### config.mk
export PLATFORM = sky130hd
export DESIGN_NAME = axi_cdc_drain_ctrl_flat
export DESIGN_NICKNAME = d
export VERILOG_FILES = /design/src/rtl/axi_cdc_drain_ctrl_if.sv /design/src/rtl/axi_cdc_drain_ctrl.sv /design/src/flat_wrapper.sv
export SDC_FILE = /design/constraint.sdc
export NUM_CORES = 1
export LEC_CHECK = 0
export CORE_MARGIN = 10
export CORE_UTILIZATION = 50
export CTS_CLUSTER_DIAMETER = 80
export DETAILED_ROUTE_END_ITERATION = 8
export MAX_ROUTING_LAYER = met4
export PLACE_DENSITY = 0.81
export RECOVER_POWER = 50
export SKIP_CTS_REPAIR_TIMING = 1
export SLEW_MARGIN = 40
export SYNTH_ARGS = -nofsm -noshare
export SYNTH_HDL_FRONTEND = slang
export SYNTH_SLANG_ARGS = --single-unit
### constraint.sdc
create_clock -name clk_i -period 4.9 [get_ports clk_i]
set_input_delay 0.49 -clock clk_i [delete_from_list [all_inputs] [get_ports clk_i]]
set_output_delay 0.49 -clock clk_i [all_outputs]
set_load 0.05 [all_outputs]
### src/rtl/axi_cdc_drain_ctrl_if.sv
// Valid/ready/last handshake bundle around the CDC drain controller.
// Payload buses bypass this block and are not part of the bundle.
interface axi_cdc_drain_ctrl_if;
  logic slv_aw_valid_i;
  logic slv_aw_ready_o;
  logic mst_aw_valid_o;
  logic mst_aw_ready_i;
  logic slv_w_valid_i;
  logic slv_w_last_i;
  logic slv_w_ready_o;
  logic mst_w_valid_o;
  logic mst_w_ready_i;
  logic slv_ar_valid_i;
  logic slv_ar_ready_o;
  logic mst_ar_valid_o;
  logic mst_ar_ready_i;
  logic mst_b_valid_i;
  logic mst_b_ready_i;
  logic mst_r_valid_i;
  logic mst_r_ready_i;
  logic mst_r_last_i;

  modport slave (
    input  slv_aw_valid_i,
    output slv_aw_ready_o,
    output mst_aw_valid_o,
    input  mst_aw_ready_i,
    input  slv_w_valid_i,
    input  slv_w_last_i,
    output slv_w_ready_o,
    output mst_w_valid_o,
    input  mst_w_ready_i,
    input  slv_ar_valid_i,
    output slv_ar_ready_o,
    output mst_ar_valid_o,
    input  mst_ar_ready_i,
    input  mst_b_valid_i,
    input  mst_b_ready_i,
    input  mst_r_valid_i,
    input  mst_r_ready_i,
    input  mst_r_last_i
  );

  modport master (
    output slv_aw_valid_i,
    input  slv_aw_ready_o,
    input  mst_aw_valid_o,
    output mst_aw_ready_i,
    output slv_w_valid_i,
    output slv_w_last_i,
    input  slv_w_ready_o,
    input  mst_w_valid_o,
    output mst_w_ready_i,
    output slv_ar_valid_i,
    input  slv_ar_ready_o,
    input  mst_ar_valid_o,
    output mst_ar_ready_i,
    output mst_b_valid_i,
    output mst_b_ready_i,
    output mst_r_valid_i,
    output mst_r_ready_i,
    output mst_r_last_i
  );
endinterface

### src/rtl/axi_cdc_drain_ctrl.sv
// AXI CDC drain controller: gates AW/W/AR, counts outstanding
// transactions, drains the crossing and reports it isolated.
module axi_cdc_drain_ctrl #(
  parameter int MaxTxns  = 16,
  parameter int CntWidth = $clog2(MaxTxns + 1)
) (
  input  logic                clk_i,
  input  logic                rst_i,
  input  logic                isolate_req_i,
  output logic                isolated_o,
  axi_cdc_drain_ctrl_if.slave bus,
  output logic [CntWidth-1:0] wr_outstanding_o,
  output logic [CntWidth-1:0] rd_outstanding_o,
  output logic                proto_err_o
);

  typedef enum logic [1:0] {
    StRun,
    StDrain,
    StIsolated
  } state_e;

  localparam logic [CntWidth-1:0] CntMax = CntWidth'(MaxTxns);
  localparam logic [CntWidth-1:0] CntOne = CntWidth'(1);
  localparam logic [CntWidth:0]   BalOne = (CntWidth + 1)'(1);

  state_e state_q, state_d;
  logic [CntWidth-1:0] wr_cnt_q, wr_cnt_d;
  logic [CntWidth-1:0] rd_cnt_q, rd_cnt_d;
  // two's complement: +ve = W bursts owed, -ve = W led its AW
  logic [CntWidth:0] w_bal_q, w_bal_d;
  logic err_q, err_d;

  logic aw_en, w_en, ar_en;
  logic aw_hs, wl_hs, b_hs, ar_hs, rl_hs;
  logic wr_room, rd_room;
  logic bal_neg, bal_pos, drained;

  assign wr_room = wr_cnt_q < CntMax;
  assign rd_room = rd_cnt_q < CntMax;
  assign bal_neg = w_bal_q[CntWidth];
  assign bal_pos = !w_bal_q[CntWidth] && (w_bal_q != '0);
  assign drained = (wr_cnt_q == '0) && (rd_cnt_q == '0)
                && (w_bal_q == '0);

  assign bus.mst_aw_valid_o = bus.slv_aw_valid_i & aw_en;
  assign bus.slv_aw_ready_o = bus.mst_aw_ready_i & aw_en;
  assign bus.mst_w_valid_o  = bus.slv_w_valid_i & w_en;
  assign bus.slv_w_ready_o  = bus.mst_w_ready_i & w_en;
  assign bus.mst_ar_valid_o = bus.slv_ar_valid_i & ar_en;
  assign bus.slv_ar_ready_o = bus.mst_ar_ready_i & ar_en;

  assign aw_hs = bus.mst_aw_valid_o & bus.mst_aw_ready_i;
  assign wl_hs = bus.mst_w_valid_o & bus.mst_w_ready_i
               & bus.slv_w_last_i;
  assign b_hs  = bus.mst_b_valid_i & bus.mst_b_ready_i;
  assign ar_hs = bus.mst_ar_valid_o & bus.mst_ar_ready_i;
  assign rl_hs = bus.mst_r_valid_i & bus.mst_r_ready_i
               & bus.mst_r_last_i;

  assign isolated_o       = (state_q == StIsolated);
  assign wr_outstanding_o = wr_cnt_q;
  assign rd_outstanding_o = rd_cnt_q;
  assign proto_err_o      = err_q;

  // Gate enables and next state from registered state only
  always_comb begin
    state_d = state_q;
    aw_en   = 1'b0;
    w_en    = 1'b0;
    ar_en   = 1'b0;
    unique case (state_q)
      StRun: begin
        aw_en = wr_room;
        ar_en = rd_room;
        w_en  = 1'b1;
        if (isolate_req_i) state_d = StDrain;
      end
      StDrain: begin
        aw_en = bal_neg && wr_room;
        w_en  = bal_pos;
        if (!isolate_req_i) state_d = StRun;
        else if (drained)   state_d = StIsolated;
      end
      StIsolated: begin
        if (!isolate_req_i) state_d = StRun;
      end
      default: state_d = StRun;
    endcase
  end

  // Outstanding counters, W balance and sticky underflow flag
  always_comb begin
    wr_cnt_d = wr_cnt_q;
    rd_cnt_d = rd_cnt_q;
    w_bal_d  = w_bal_q;
    err_d    = err_q;
    unique case ({aw_hs, b_hs})
      2'b10: wr_cnt_d = wr_cnt_q + CntOne;
      2'b01: begin
        if (wr_cnt_q == '0) err_d = 1'b1;
        else                wr_cnt_d = wr_cnt_q - CntOne;
      end
      default: ;
    endcase
    unique case ({ar_hs, rl_hs})
      2'b10: rd_cnt_d = rd_cnt_q + CntOne;
      2'b01: begin
        if (rd_cnt_q == '0) err_d = 1'b1;
        else                rd_cnt_d = rd_cnt_q - CntOne;
      end
      default: ;
    endcase
    unique case ({aw_hs, wl_hs})
      2'b10:   w_bal_d = w_bal_q + BalOne;
      2'b01:   w_bal_d = w_bal_q - BalOne;
      default: ;
    endcase
  end

  // State and counter registers
  always_ff @(posedge clk_i) begin
    if (rst_i) begin
      state_q  <= StRun;
      wr_cnt_q <= '0;
      rd_cnt_q <= '0;
      w_bal_q  <= '0;
      err_q    <= 1'b0;
    end else begin
      state_q  <= state_d;
      wr_cnt_q <= wr_cnt_d;
      rd_cnt_q <= rd_cnt_d;
      w_bal_q  <= w_bal_d;
      err_q    <= err_d;
    end
  end

endmodule

### src/flat_wrapper.sv
// flat-port wrapper written by rule: the top's interface ports become plain ports
module axi_cdc_drain_ctrl_flat 
#(
  parameter int MaxTxns  = 16,
  parameter int CntWidth = $clog2(MaxTxns + 1)
)
  (clk_i, rst_i, isolate_req_i, isolated_o, wr_outstanding_o, rd_outstanding_o, proto_err_o, bus_slv_aw_valid_i, bus_slv_aw_ready_o, bus_mst_aw_valid_o, bus_mst_aw_ready_i, bus_slv_w_valid_i, bus_slv_w_last_i, bus_slv_w_ready_o, bus_mst_w_valid_o, bus_mst_w_ready_i, bus_slv_ar_valid_i, bus_slv_ar_ready_o, bus_mst_ar_valid_o, bus_mst_ar_ready_i, bus_mst_b_valid_i, bus_mst_b_ready_i, bus_mst_r_valid_i, bus_mst_r_ready_i, bus_mst_r_last_i);
  axi_cdc_drain_ctrl_if bus_i ();
  input  logic clk_i;
  input  logic rst_i;
  input  logic isolate_req_i;
  output logic isolated_o;
  output logic [CntWidth-1:0] wr_outstanding_o;
  output logic [CntWidth-1:0] rd_outstanding_o;
  output logic proto_err_o;
  input wire logic [$bits(bus_i.slv_aw_valid_i)-1:0] bus_slv_aw_valid_i;
  output wire logic [$bits(bus_i.slv_aw_ready_o)-1:0] bus_slv_aw_ready_o;
  output wire logic [$bits(bus_i.mst_aw_valid_o)-1:0] bus_mst_aw_valid_o;
  input wire logic [$bits(bus_i.mst_aw_ready_i)-1:0] bus_mst_aw_ready_i;
  input wire logic [$bits(bus_i.slv_w_valid_i)-1:0] bus_slv_w_valid_i;
  input wire logic [$bits(bus_i.slv_w_last_i)-1:0] bus_slv_w_last_i;
  output wire logic [$bits(bus_i.slv_w_ready_o)-1:0] bus_slv_w_ready_o;
  output wire logic [$bits(bus_i.mst_w_valid_o)-1:0] bus_mst_w_valid_o;
  input wire logic [$bits(bus_i.mst_w_ready_i)-1:0] bus_mst_w_ready_i;
  input wire logic [$bits(bus_i.slv_ar_valid_i)-1:0] bus_slv_ar_valid_i;
  output wire logic [$bits(bus_i.slv_ar_ready_o)-1:0] bus_slv_ar_ready_o;
  output wire logic [$bits(bus_i.mst_ar_valid_o)-1:0] bus_mst_ar_valid_o;
  input wire logic [$bits(bus_i.mst_ar_ready_i)-1:0] bus_mst_ar_ready_i;
  input wire logic [$bits(bus_i.mst_b_valid_i)-1:0] bus_mst_b_valid_i;
  input wire logic [$bits(bus_i.mst_b_ready_i)-1:0] bus_mst_b_ready_i;
  input wire logic [$bits(bus_i.mst_r_valid_i)-1:0] bus_mst_r_valid_i;
  input wire logic [$bits(bus_i.mst_r_ready_i)-1:0] bus_mst_r_ready_i;
  input wire logic [$bits(bus_i.mst_r_last_i)-1:0] bus_mst_r_last_i;
  assign bus_i.slv_aw_valid_i = bus_slv_aw_valid_i;
  assign bus_slv_aw_ready_o = bus_i.slv_aw_ready_o;
  assign bus_mst_aw_valid_o = bus_i.mst_aw_valid_o;
  assign bus_i.mst_aw_ready_i = bus_mst_aw_ready_i;
  assign bus_i.slv_w_valid_i = bus_slv_w_valid_i;
  assign bus_i.slv_w_last_i = bus_slv_w_last_i;
  assign bus_slv_w_ready_o = bus_i.slv_w_ready_o;
  assign bus_mst_w_valid_o = bus_i.mst_w_valid_o;
  assign bus_i.mst_w_ready_i = bus_mst_w_ready_i;
  assign bus_i.slv_ar_valid_i = bus_slv_ar_valid_i;
  assign bus_slv_ar_ready_o = bus_i.slv_ar_ready_o;
  assign bus_mst_ar_valid_o = bus_i.mst_ar_valid_o;
  assign bus_i.mst_ar_ready_i = bus_mst_ar_ready_i;
  assign bus_i.mst_b_valid_i = bus_mst_b_valid_i;
  assign bus_i.mst_b_ready_i = bus_mst_b_ready_i;
  assign bus_i.mst_r_valid_i = bus_mst_r_valid_i;
  assign bus_i.mst_r_ready_i = bus_mst_r_ready_i;
  assign bus_i.mst_r_last_i = bus_mst_r_last_i;
  axi_cdc_drain_ctrl #(.MaxTxns(MaxTxns), .CntWidth(CntWidth)) u_core (.clk_i(clk_i), .rst_i(rst_i), .isolate_req_i(isolate_req_i), .isolated_o(isolated_o), .bus(bus_i), .wr_outstanding_o(wr_outstanding_o), .rd_outstanding_o(rd_outstanding_o), .proto_err_o(proto_err_o));
endmodule
==> impl_metrics.csv <==
group,metric,value,unit
outcome,status,"complete, no violations",
yosys,async_flop_share,0,%
yosys,ys_ff_latch,19,
worst_setup_path,required,5.07,ns
worst_hold_path,worst_hold_path_type,"reg -> reg",
power,internal-power,0.289,mW
yosys,syn_area_per_cell,8.75,µm²
finish,final_common_cell,"nor2_1",
timing,maxSlewHeadroom,47.6,%
clock_network,path_clk_slew,0.12,ns
timing,finalClockSkew,0.00606,ns
power,seq_power_share,38.3,%
yosys,synth_area_leader_cell,"dfxtp_1",
route,drt_pass1_iterations,4,
timing,worst_pin_slew,0.778,ns
finish,layout_common_cells,"nor2_1, clkdlybuf4s50_1, dfxtp_1",
grt,grt_pass1_wl,5630,µm
yosys,synth_ff_type,"dfxtp_1",
finish,final_area,0.00169,mm²
place,globalplace.congestion,0.826,
clock_network,cts.sinks,19,
yosys,ys_types,39,
worst_setup_path,r2r_start,"u_core.w_bal_q[2]",
clock_network,cts_root_buffer,"clkbuf_4",
worst_hold_path,hp-start,"u_core.proto_err_o",
route,wl_per_cell,15.5,µm
power,combinationalPowerShare,44.9,%
floorplan,initial_utilization,53.2,%
grt,grt_pass1_vias,1210,
route,num_vias,1238,
grt,grtUsageTotal,13.3,%
finish,diodes,0,
finish,finalCoreUtilization,67.7,%
timing,period_share,68.2,%
timing,final-setup-viol-count,0,
power,finalPower,0.497,mW
power,vdd_drop_max,243,µV
route,ant_nets,0,
timing,fin_tns_setup,0,ns
yosys,synth_edf_count,0,
worst_setup_path,crit_path_start_kind,"flip-flop",
timing,rsz0062_at_grt,"no",
place,dp_hpwl,2630,µm
floorplan,fp.coreArea,0.00250,mm²
route,drt-initial-drc-count,45,
worst_setup_path,cp-end-kind,"flip-flop",
grt,gr-total-overflow,0,
floorplan,rows,18,
power,switchingPower,0.209,mW
route,via_per_inst,5.76,
finish,area_growth,27.2,%
power,power_density,294,mW/mm²
yosys,yosysTopAreaCellShare,28.6,%
yosys,yosysWarningCount,0,
floorplan,die_y,71.6,µm
finish,layout-drive-gt1-share,3.78,%
timing,min_period,3.34,ns
job,drv_cap,0,
yosys,ys_seq_area_share,28.6,%
floorplan,die_w,71.6,µm
place,placed_area,0.00168,mm²
route,finalWirelength,3330,µm
yosys,yosys-top-cells-area,"dfxtp_1, ha_1, xnor2_1, nor2_1, fa_1",
clock_network,cts_tree,"yes",
clock_network,cts_buffer_depth,2,
power,p_clk_share,16.8,%
clock_network,cts_buffers,3,
grt,grt_max_degree,22,
clock_network,insertion_delay,0.30,ns
worst_setup_path,arrival,3.52,ns
power,swShare,41.9,%
yosys,netlist_area,0.00133,mm²
place,port_buffers,32,
route,remaining_drc_errors,0,
worst_setup_path,critical_path_class,"reg -> reg",
timing,hold_viol,0,
finish,nets,215,
clock_network,cts.htree.levels,1,
worst_setup_path,cp-startpoint,"u_core.w_bal_q[2]",
grt,antenna_found_initial,0,
floorplan,die_area,0.00512,mm²
timing,drv_slew,0,
power,power.leakage,0.742,nW
timing,fmax,299,MHz
floorplan,io_pins,33,
yosys,synth_fp_nets,181,
worst_setup_path,cp_max_fo,10,
yosys,syn_inst,152,
## stage by stage
step,cells,hold slack [ns],setup slack [ns]
2_1_floorplan,152,0.479,0.802
3_3_place_gp,211,0.477,1.68
3_5_place_dp,211,0.479,1.58
4_1_cts,215,0.507,1.56
5_1_grt,215,0.559,1.37
6_report,215,0.498,1.56
## per-layer routing
layer  GRT usage (%)  vias to the layer above  wire length (µm)
li1                -                      610                 -
met1            15.8                      589              1540
met2            22.2                       32              1590
met3            3.17                        7               159
met4            3.23                        0                46
met5               -                        -                 0
## Yosys cell counts, drive strengths merged, types with 3 or more instances
cell type	n
a211oi	3
o21ai	7
dfxtp	19
nor2	23
ha	11
a21o	5
clkbuf	3
xnor2	10
fa	3
nor2b	7
a21oi	7
inv	10
mux2i	6
and2	3
or4	4
nor4b	4
## final timing paths
path / end / slack [ns] / depth (start not counted)
max reg2reg: u_core.w_bal_q[5] / 1.56 / 11
min reg2reg: u_core.proto_err_o / 0.50 / 2
max: u_core.w_bal_q[5] / 1.56 / 11
min: u_core.proto_err_o / 0.50 / 2
## flip-flops by register name, summed over array words and instances, names as in the netlist
name	cells
u_core.proto_err_o	1
u_core.rd_outstanding_o	5
u_core.state_q	2
u_core.w_bal_q	6
u_core.wr_outstanding_o	5
## cell families after synthesis
logic type / count (synthesis) / share of synthesized area (%)
XOR/XNOR: 11 / 7.24
flip-flops: 19 / 28.6
buffers and inverters: 13 / 3.67
multiplexers: 8 / 6.21
AND/OR/NAND/NOR: 57 / 24.0
adder cells (fa/ha/maj): 14 / 14.9
AO/OA/AOI/OAI: 30 / 15.4
## layout make-up
cell class / count / area [µm²]
multi-input combinational: 120 / 888
fill: 217 / 808
sequential: 19 / 380
timing repair buffer: 32 / 320
inverter: 10 / 37.5
tap: 30 / 37.5
clock buffer: 3 / 22.5
clock inverter: 1 / 5.00
## power by group through the flow
stage                     sequential [mW]  combinational (mW)  clock, mW
after floorplan                     0.225               0.129          0
after global placement              0.193               0.226          0
after detailed placement            0.195               0.231          0
after CTS                           0.191               0.232     0.0831
after global routing                0.194               0.241     0.0888
final                               0.191               0.223     0.0835
## worst max-delay path, stage by stage (launching register included)
cell and delay [ns]:
dfxtp_1 0.34, or4_1 0.51, nor3_1 0.21, o21a_1 0.14
nor2_1 0.05, and4_1 0.21, ha_1 0.30, ha_1 0.40
or3b_2 0.44, o311ai_0 0.39, xnor2_1 0.17, nor2_1 0.05
Note: power is estimated with default switching activity, not from simulation.
